$ cat config.mk
export PLATFORM = sky130hd
export DESIGN_NAME = ysyx_25040101_ifu_flat
export DESIGN_NICKNAME = d
export VERILOG_FILES = /design/src/rtl/ysyx_25040101_ifu_if.sv /design/src/rtl/ysyx_25040101_ifu.sv /design/src/flat_wrapper.sv
export SDC_FILE = /design/constraint.sdc
export NUM_CORES = 1
export LEC_CHECK = 0
export BUFFER_PORTS_ARGS = -buffer_cell sky130_fd_sc_hd__buf_2
export CAP_MARGIN = 20
export CORE_UTILIZATION = 40
export DETAILED_ROUTE_END_ITERATION = 8
export PLACE_DENSITY = 0.72
export SLEW_MARGIN = 25
export SYNTH_ARGS = -nofsm -noshare
export SYNTH_HDL_FRONTEND = slang
export SYNTH_SLANG_ARGS = --single-unit
$ cat constraint.sdc
create_clock -name clk_i -period 5.4 [get_ports clk_i]
set_input_delay 1.08 -clock clk_i [delete_from_list [all_inputs] [get_ports clk_i]]
set_output_delay 1.08 -clock clk_i [all_outputs]
set_load 0.05 [all_outputs]
$ cat src/rtl/ysyx_25040101_ifu_if.sv
// ysyx_25040101_ifu_if: fetch bus plus decode/execute handshake seen by the IFU
interface ysyx_25040101_ifu_if;
    logic        req_valid;
    logic [31:0] req_addr;
    logic        req_ready;
    logic        resp_valid;
    logic [31:0] resp_data;
    logic        resp_err;
    logic        inst_valid;
    logic [31:0] inst;
    logic [31:0] pc;
    logic        inst_ready;
    logic        npc_valid;
    logic [31:0] npc;
    logic [1:0]  err;
    modport master (
        output req_valid, req_addr, inst_valid, inst, pc, err,
        input  req_ready, resp_valid, resp_data, resp_err, inst_ready, npc_valid, npc
    );
    modport slave (
        input  req_valid, req_addr, inst_valid, inst, pc, err,
        output req_ready, resp_valid, resp_data, resp_err, inst_ready, npc_valid, npc
    );
endinterface

$ cat src/rtl/ysyx_25040101_ifu.sv
// ysyx_25040101_ifu: single-beat instruction fetch with sticky error halt
module ysyx_25040101_ifu #(
    parameter logic [31:0] RESET_PC = 32'h8000_0000,
    parameter int          TIMEOUT  = 255,
    parameter int          CNT_W    = 8
) (
    input logic                  clk_i,
    input logic                  rst_n_i,
    ysyx_25040101_ifu_if.master  bus
);
    localparam logic [2:0] S_REQ  = 3'd0;
    localparam logic [2:0] S_WAIT = 3'd1;
    localparam logic [2:0] S_HOLD = 3'd2;
    localparam logic [2:0] S_NPC  = 3'd3;
    localparam logic [2:0] S_HALT = 3'd4;
    logic [2:0]       state;
    logic [31:0]      pc;
    logic [31:0]      inst;
    logic [1:0]       err;
    logic [CNT_W-1:0] cnt;
    logic             timed_out;
    logic             npc_take;
    logic             npc_ok;
    assign timed_out = (TIMEOUT != 0) && (cnt == CNT_W'(TIMEOUT - 1));
    assign npc_take  = bus.npc_valid && ((state == S_NPC) || (state == S_HOLD && bus.inst_ready));
    assign npc_ok    = bus.npc[1:0] == 2'b00;
    // reset only qualifies the request so nothing is offered to memory while held in reset
    assign bus.req_valid  = rst_n_i && state == S_REQ;
    assign bus.req_addr   = pc;
    assign bus.inst_valid = state == S_HOLD;
    assign bus.inst       = inst;
    assign bus.pc         = pc;
    assign bus.err        = err;
    // fetch state machine; every error lands in HALT so err keeps its first code
    always_ff @(posedge clk_i or negedge rst_n_i) begin
        if (!rst_n_i) begin
            state <= S_REQ;
            pc    <= RESET_PC;
            inst  <= '0;
            err   <= 2'b00;
            cnt   <= '0;
        end else begin
            case (state)
                S_REQ: if (bus.req_ready) begin
                    state <= S_WAIT;
                    cnt   <= '0;
                end
                S_WAIT: begin
                    cnt <= cnt + CNT_W'(1);
                    if (bus.resp_valid && bus.resp_err) begin
                        err   <= 2'b01;
                        state <= S_HALT;
                    end else if (bus.resp_valid) begin
                        inst  <= bus.resp_data;
                        state <= S_HOLD;
                    end else if (timed_out) begin
                        err   <= 2'b11;
                        state <= S_HALT;
                    end
                end
                S_HOLD: if (bus.inst_ready && !bus.npc_valid) state <= S_NPC;
                default: ;
            endcase
            if (npc_take && npc_ok) begin
                pc    <= bus.npc;
                state <= S_REQ;
            end else if (npc_take) begin
                err   <= 2'b10;
                state <= S_HALT;
            end
        end
    end
endmodule
$ cat src/flat_wrapper.sv
// flat-port wrapper written by rule: the top's interface ports become plain ports
module ysyx_25040101_ifu_flat 
#(
    parameter logic [31:0] RESET_PC = 32'h8000_0000,
    parameter int          TIMEOUT  = 255,
    parameter int          CNT_W    = 8
)
  (clk_i, rst_n_i, bus_req_valid, bus_req_addr, bus_inst_valid, bus_inst, bus_pc, bus_err, bus_req_ready, bus_resp_valid, bus_resp_data, bus_resp_err, bus_inst_ready, bus_npc_valid, bus_npc);
  ysyx_25040101_ifu_if bus_i ();
  input logic clk_i;
  input logic rst_n_i;
  output wire logic [$bits(bus_i.req_valid)-1:0] bus_req_valid;
  output wire logic [$bits(bus_i.req_addr)-1:0] bus_req_addr;
  output wire logic [$bits(bus_i.inst_valid)-1:0] bus_inst_valid;
  output wire logic [$bits(bus_i.inst)-1:0] bus_inst;
  output wire logic [$bits(bus_i.pc)-1:0] bus_pc;
  output wire logic [$bits(bus_i.err)-1:0] bus_err;
  input wire logic [$bits(bus_i.req_ready)-1:0] bus_req_ready;
  input wire logic [$bits(bus_i.resp_valid)-1:0] bus_resp_valid;
  input wire logic [$bits(bus_i.resp_data)-1:0] bus_resp_data;
  input wire logic [$bits(bus_i.resp_err)-1:0] bus_resp_err;
  input wire logic [$bits(bus_i.inst_ready)-1:0] bus_inst_ready;
  input wire logic [$bits(bus_i.npc_valid)-1:0] bus_npc_valid;
  input wire logic [$bits(bus_i.npc)-1:0] bus_npc;
  assign bus_req_valid = bus_i.req_valid;
  assign bus_req_addr = bus_i.req_addr;
  assign bus_inst_valid = bus_i.inst_valid;
  assign bus_inst = bus_i.inst;
  assign bus_pc = bus_i.pc;
  assign bus_err = bus_i.err;
  assign bus_i.req_ready = bus_req_ready;
  assign bus_i.resp_valid = bus_resp_valid;
  assign bus_i.resp_data = bus_resp_data;
  assign bus_i.resp_err = bus_resp_err;
  assign bus_i.inst_ready = bus_inst_ready;
  assign bus_i.npc_valid = bus_npc_valid;
  assign bus_i.npc = bus_npc;
  ysyx_25040101_ifu #(.RESET_PC(RESET_PC), .TIMEOUT(TIMEOUT), .CNT_W(CNT_W)) u_core (.clk_i(clk_i), .rst_n_i(rst_n_i), .bus(bus_i));
endmodule
# After elaboration in Yosys (flattened, before gate mapping)
# Cells that the tools add are included.
[op_classes] addsub=1 eq_ne=8 n_mux=16 bitwise_logic=1 reduce_logical=15
[ops] operator="2-to-1 mux 3 bit" n=7
[ops] operator="case mux 8 bit (2 select lines)" n=1
[ops] operator="2-to-1 mux 2 bit" n=6
[ops] operator="case mux 3 bit (3 select lines)" n=1
[ops] operator="adder 8 x 1 -> 8 bit, second input constant" n=1
[ops] operator="== test 8 bit, second input constant" n=1
[ops] operator="2-to-1 mux 8 bit" n=1
[ops] operator="== test 3 x 2 -> 1 bit, second input constant" n=2
[ops] operator="logical AND 1 bit" n=6
[ops] operator="inequality test 6 x 2 -> 1 bit, second input constant" n=1
[ops] operator="nonzero test 5 bit" n=1
[ops] operator="inequality test 4 x 1 -> 1 bit, second input constant" n=1
[ops] operator="inequality test 4 x 3 -> 1 bit, second input constant" n=1
[ops] operator="AND reduction 4 bit" n=1
[ops] operator="== test 3 x 1 -> 1 bit, second input constant" n=1
[ops] operator="zero test 3 bit" n=1
[ops] operator="AND reduction 3 bit" n=1
[ops] operator="zero test 2 bit" n=1
[ops] operator="inequality test 2 bit, second input constant" n=1
[ops] operator="AND reduction 2 bit" n=1
[ops] operator="nonzero test 2 bit" n=1
[ops] operator="zero test 1 bit" n=1
[ops] operator="logical OR 1 bit" n=1
[ops] operator="NOT 1 bit" n=1
[totals] register_bits=77 input_bits=71 output_inout_bits=100 word_cells=46

# Longest topological paths before layout
[depth] depth_word=7 mapped_depth=7 mapped_depth_nobuf=6

# Least setup slack after synthesis
# OpenSTA, ideal clock, no wires.
[synth_path] kind="in2out" startpoint="input port rst_n_i" endpoint="output port bus_req_valid" arrival_time_ps=2669 required_time_ps=4320 path_slack_ps=1651 stages=1 n_path_buf=0 path_cell_list="nor4b_1"
[synth_between] elab_chain_cells=1
[synth_lines] item="from (decl)" line="flat_wrapper.sv:11" text="input logic rst_n_i;"
[synth_lines] item="logical AND 1 bit" line="ysyx_25040101_ifu.sv:28" text="assign bus.req_valid = rst_n_i && state == S_REQ;"
[synth_lines] item="to (decl)" line="flat_wrapper.sv:12" text="output wire logic [$bits(bus_i.req_valid)-1:0] bus_req_valid;"
# Every way passes these cells.

# Worst setup path after layout
# Same ends and word-level chain as after synthesis.

==> results.json <==
{
  "max_slew_margin_pct": 54.0,
  "synth_edf_count": 0,
  "synthMuxAreaShare_pct": 21.2,
  "yosys_warnings": 0,
  "grt_pass1_vias": 2354,
  "synth_top_family_by_area": "multiplexers",
  "required_ns": 4.32,
  "numCtsBuffers": 9,
  "synthAdderAreaFrac_pct": 0.736,
  "outcome": "complete, no violations",
  "setup_violations": 0,
  "die_y_um": 94.2,
  "ant_nets": 0,
  "wl_met2_um": 3440,
  "hold_path.class": "reg -> reg",
  "top_layer": "met4",
  "grt.overflow.total": 0,
  "power_mw": 1.07,
  "m1WireLength_um": 2790,
  "hold_viol_final": 0,
  "finalMaxSlewViolations": 0,
  "layout-drive-gt1-share_pct": 63.0,
  "power_density_mw_per_mm2": 249,
  "initial_utilization_pct": 41.4,
  "root_buffer": "clkbuf_8",
  "hold_ws_ns": 0.502,
  "fin_util_pct": 52.1,
  "crit_path_cell_trace": "buf_4, nor4b_1, buf_2",
  "worstReg2RegStart": "u_core.state[0]$_DFFE_PN0P_",
  "rows": 33,
  "grt_max_degree": 78,
  "leakagePower_nw": 2.47,
  "rsz0062_at_grt": "no",
  "synthToLayoutAreaGrowth_pct": 26.0,
  "synth-compound-area-share_pct": 5.48,
  "min_path_cells": 1,
  "crit_type": "in -> out",
  "ios": 171,
  "gp_congestion": 0.886,
  "avgRoutedWirePerCell_um": 13.6,
  "start_kind": "input pin",
  "numPortBuffers": 170,
  "dpl_cell_area_mm2": 0.00410,
  "r2r_end": "u_core.bus.inst[31]$_DFFE_PN0P_",
  "final_common_cell": "buf_2",
  "clock_latency_ns": 0.34,
  "route.met3.wl_um": 530,
  "clk_path_buf_depth": 2,
  "cp.arrival_ns": 1.74,
  "synth_cell_types": 38,
  "cts_tree": "built",
  "final_cell_mix": "buf_2, dfrtp_1, mux2_2, o21ai_0, clkbuf_8",
  "final_area_mm2": 0.00428,
  "dr.pass1.iters": 4,
  "drtIter0Drc": 45,
  "dieArea_mm2": 0.00887,
  "reg2reg_depth": 4,
  "peakVddDrop_mv": 0.127,
  "grtUsageTotal_pct": 15.8,
  "rrSetupSlack_ns": 3.14,
  "ys_seq_elements": 77,
  "worstMarginPinSlew_ns": 0.688,
  "cts_resized": 0,
  "clkTransAtPathRegs_ns": 0.08,
  "chipWidth_um": 94.2,
  "drc_errors": 0,
  "timing.fmax_ghz": 0.355,
  "antenna_found_initial": 0,
  "tns_ns": 0,
  "syn_area_per_cell_um2": 13.4,
  "yosysSeqAreaShare_pct": 56.7,
  "syn_inst": 254,
  "synthArstFlopShare_pct": 100,
  "hold_end": "u_core.cnt[7]$_DFFE_PN0P_",
  "drv_cap": 0,
  "routed_wl_um": 6840,
  "period_minus_slack_ns": 2.82,
  "dp_hpwl_um": 5040,
  "design.core.area_mm2": 0.00822,
  "clock_skew_ns": 0.00831,
  "holdBufCountCts": 0,
  "crit_slowest_cell": "buf_2",
  "synth_area_mm2": 0.00340,
  "ys.flop_type": "dfrtp_1",
  "synthXorXnorAreaFrac_pct": 0.258,
  "cp_max_fo": 2,
  "synthSimpleGateAreaFrac_pct": 6.07,
  "viasPerCell": 4.90,
  "diodes": 0,
  "finalCritPeriodShare_pct": 52.2,
  "nNetsFinal": 468,
  "hp-start": "u_core.cnt[7]$_DFFE_PN0P_",
  "cts.sinks": 77,
  "post_cts_buffers": 0,
  "via_count": 2472,
  "htreeDepth": 3,
  "end_kind": "output pin",
  "max_stage_delay_ns": 0.32,
  "grt_pass1_wl_um": 10800,
  "syn_nets": 327
}
-- flip-flops by register name, summed over array words and instances (netlist names) --
register,cells
u_core.bus.inst,32
u_core.bus.pc,32
u_core.cnt,8
u_core.state,3
u_core.bus.err,2
-- how the worst max path moves through the flow --
stage	cells after the start	end	startpoint
after global routing	3	bus_req_valid	rst_n_i
after detailed placement	3	bus_req_valid	rst_n_i
after global placement	3	bus_req_valid	rst_n_i
final	3	bus_req_valid	rst_n_i
after floorplan	1	bus_req_valid	rst_n_i
after CTS	3	bus_req_valid	rst_n_i
-- report_power, final --
group	internal (mW)	total (mW)	switching [mW]
clock network	0.181	0.387	0.207
registers	0.585	0.590	0.00430
logic	0.0325	0.0911	0.0586
-- per-layer routing --
| metal | GRT usage (%) | vias to the layer above |
|---|---|---|
| li1 | - | 1147 |
| met1 | 18.8 | 1197 |
| met2 | 27.3 | 118 |
| met3 | 3.56 | 10 |
| met4 | 6.41 | 0 |
| met5 | 0 | - |
-- cells in the mapped netlist (2+ instances only) --
library cell / n / area share, %
dfrtp_1: 76 / 56
mux2_2: 61 / 20
buf_4: 32 / 7.1
o21ai_0: 13 / 1.9
nand2_1: 8 / 0.88
buf_2: 5 / 0.74
nand3_1: 5 / 0.74
a22o_1: 4 / 1.0
inv_1: 4 / 0.44
buf_6: 3 / 0.99
clkbuf_1: 3 / 0.33
nand4_1: 3 / 0.55
nor2b_1: 3 / 0.55
a21oi_1: 2 / 0.29
and2_1: 2 / 0.37
and3_1: 2 / 0.37
ha_1: 2 / 0.74
mux2_1: 2 / 0.66
nor2_1: 2 / 0.22
nor3b_1: 2 / 0.44
nor4b_1: 2 / 0.52
o31ai_1: 2 / 0.44
-- critical path, delay by kind of cell --
kind,cells,cell delay [ns]
buffers and inverters,2,0.41
and+or+nand+nor,1,0.24
-- cell type report --
type | instances | area [um2]
fillers | 761 | 3930
flip-flops and latches | 77 | 1930
multi-input cells | 130 | 1150
repair buffers | 173 | 880
clock buffers | 11 | 141
well taps | 105 | 131
clock inverters | 5 | 35.0
inverters | 4 | 15.0
-- kinds of logic after synthesis --
logic type,after synthesis
compound gates,29
xor+xnor,1
fa+ha+maj,2
buf+inv,47
flops,77
mux,64
simple gates,34
-- per-stage QoR --
stage / instances / worst slack (ns)
after global routing: 505 / 2.55
after detailed placement: 489 / 2.60
after global placement: 489 / 2.63
final: 505 / 2.58
after floorplan: 254 / 1.65
after CTS: 505 / 2.59
Note: power is estimated with default switching activity, not from simulation.
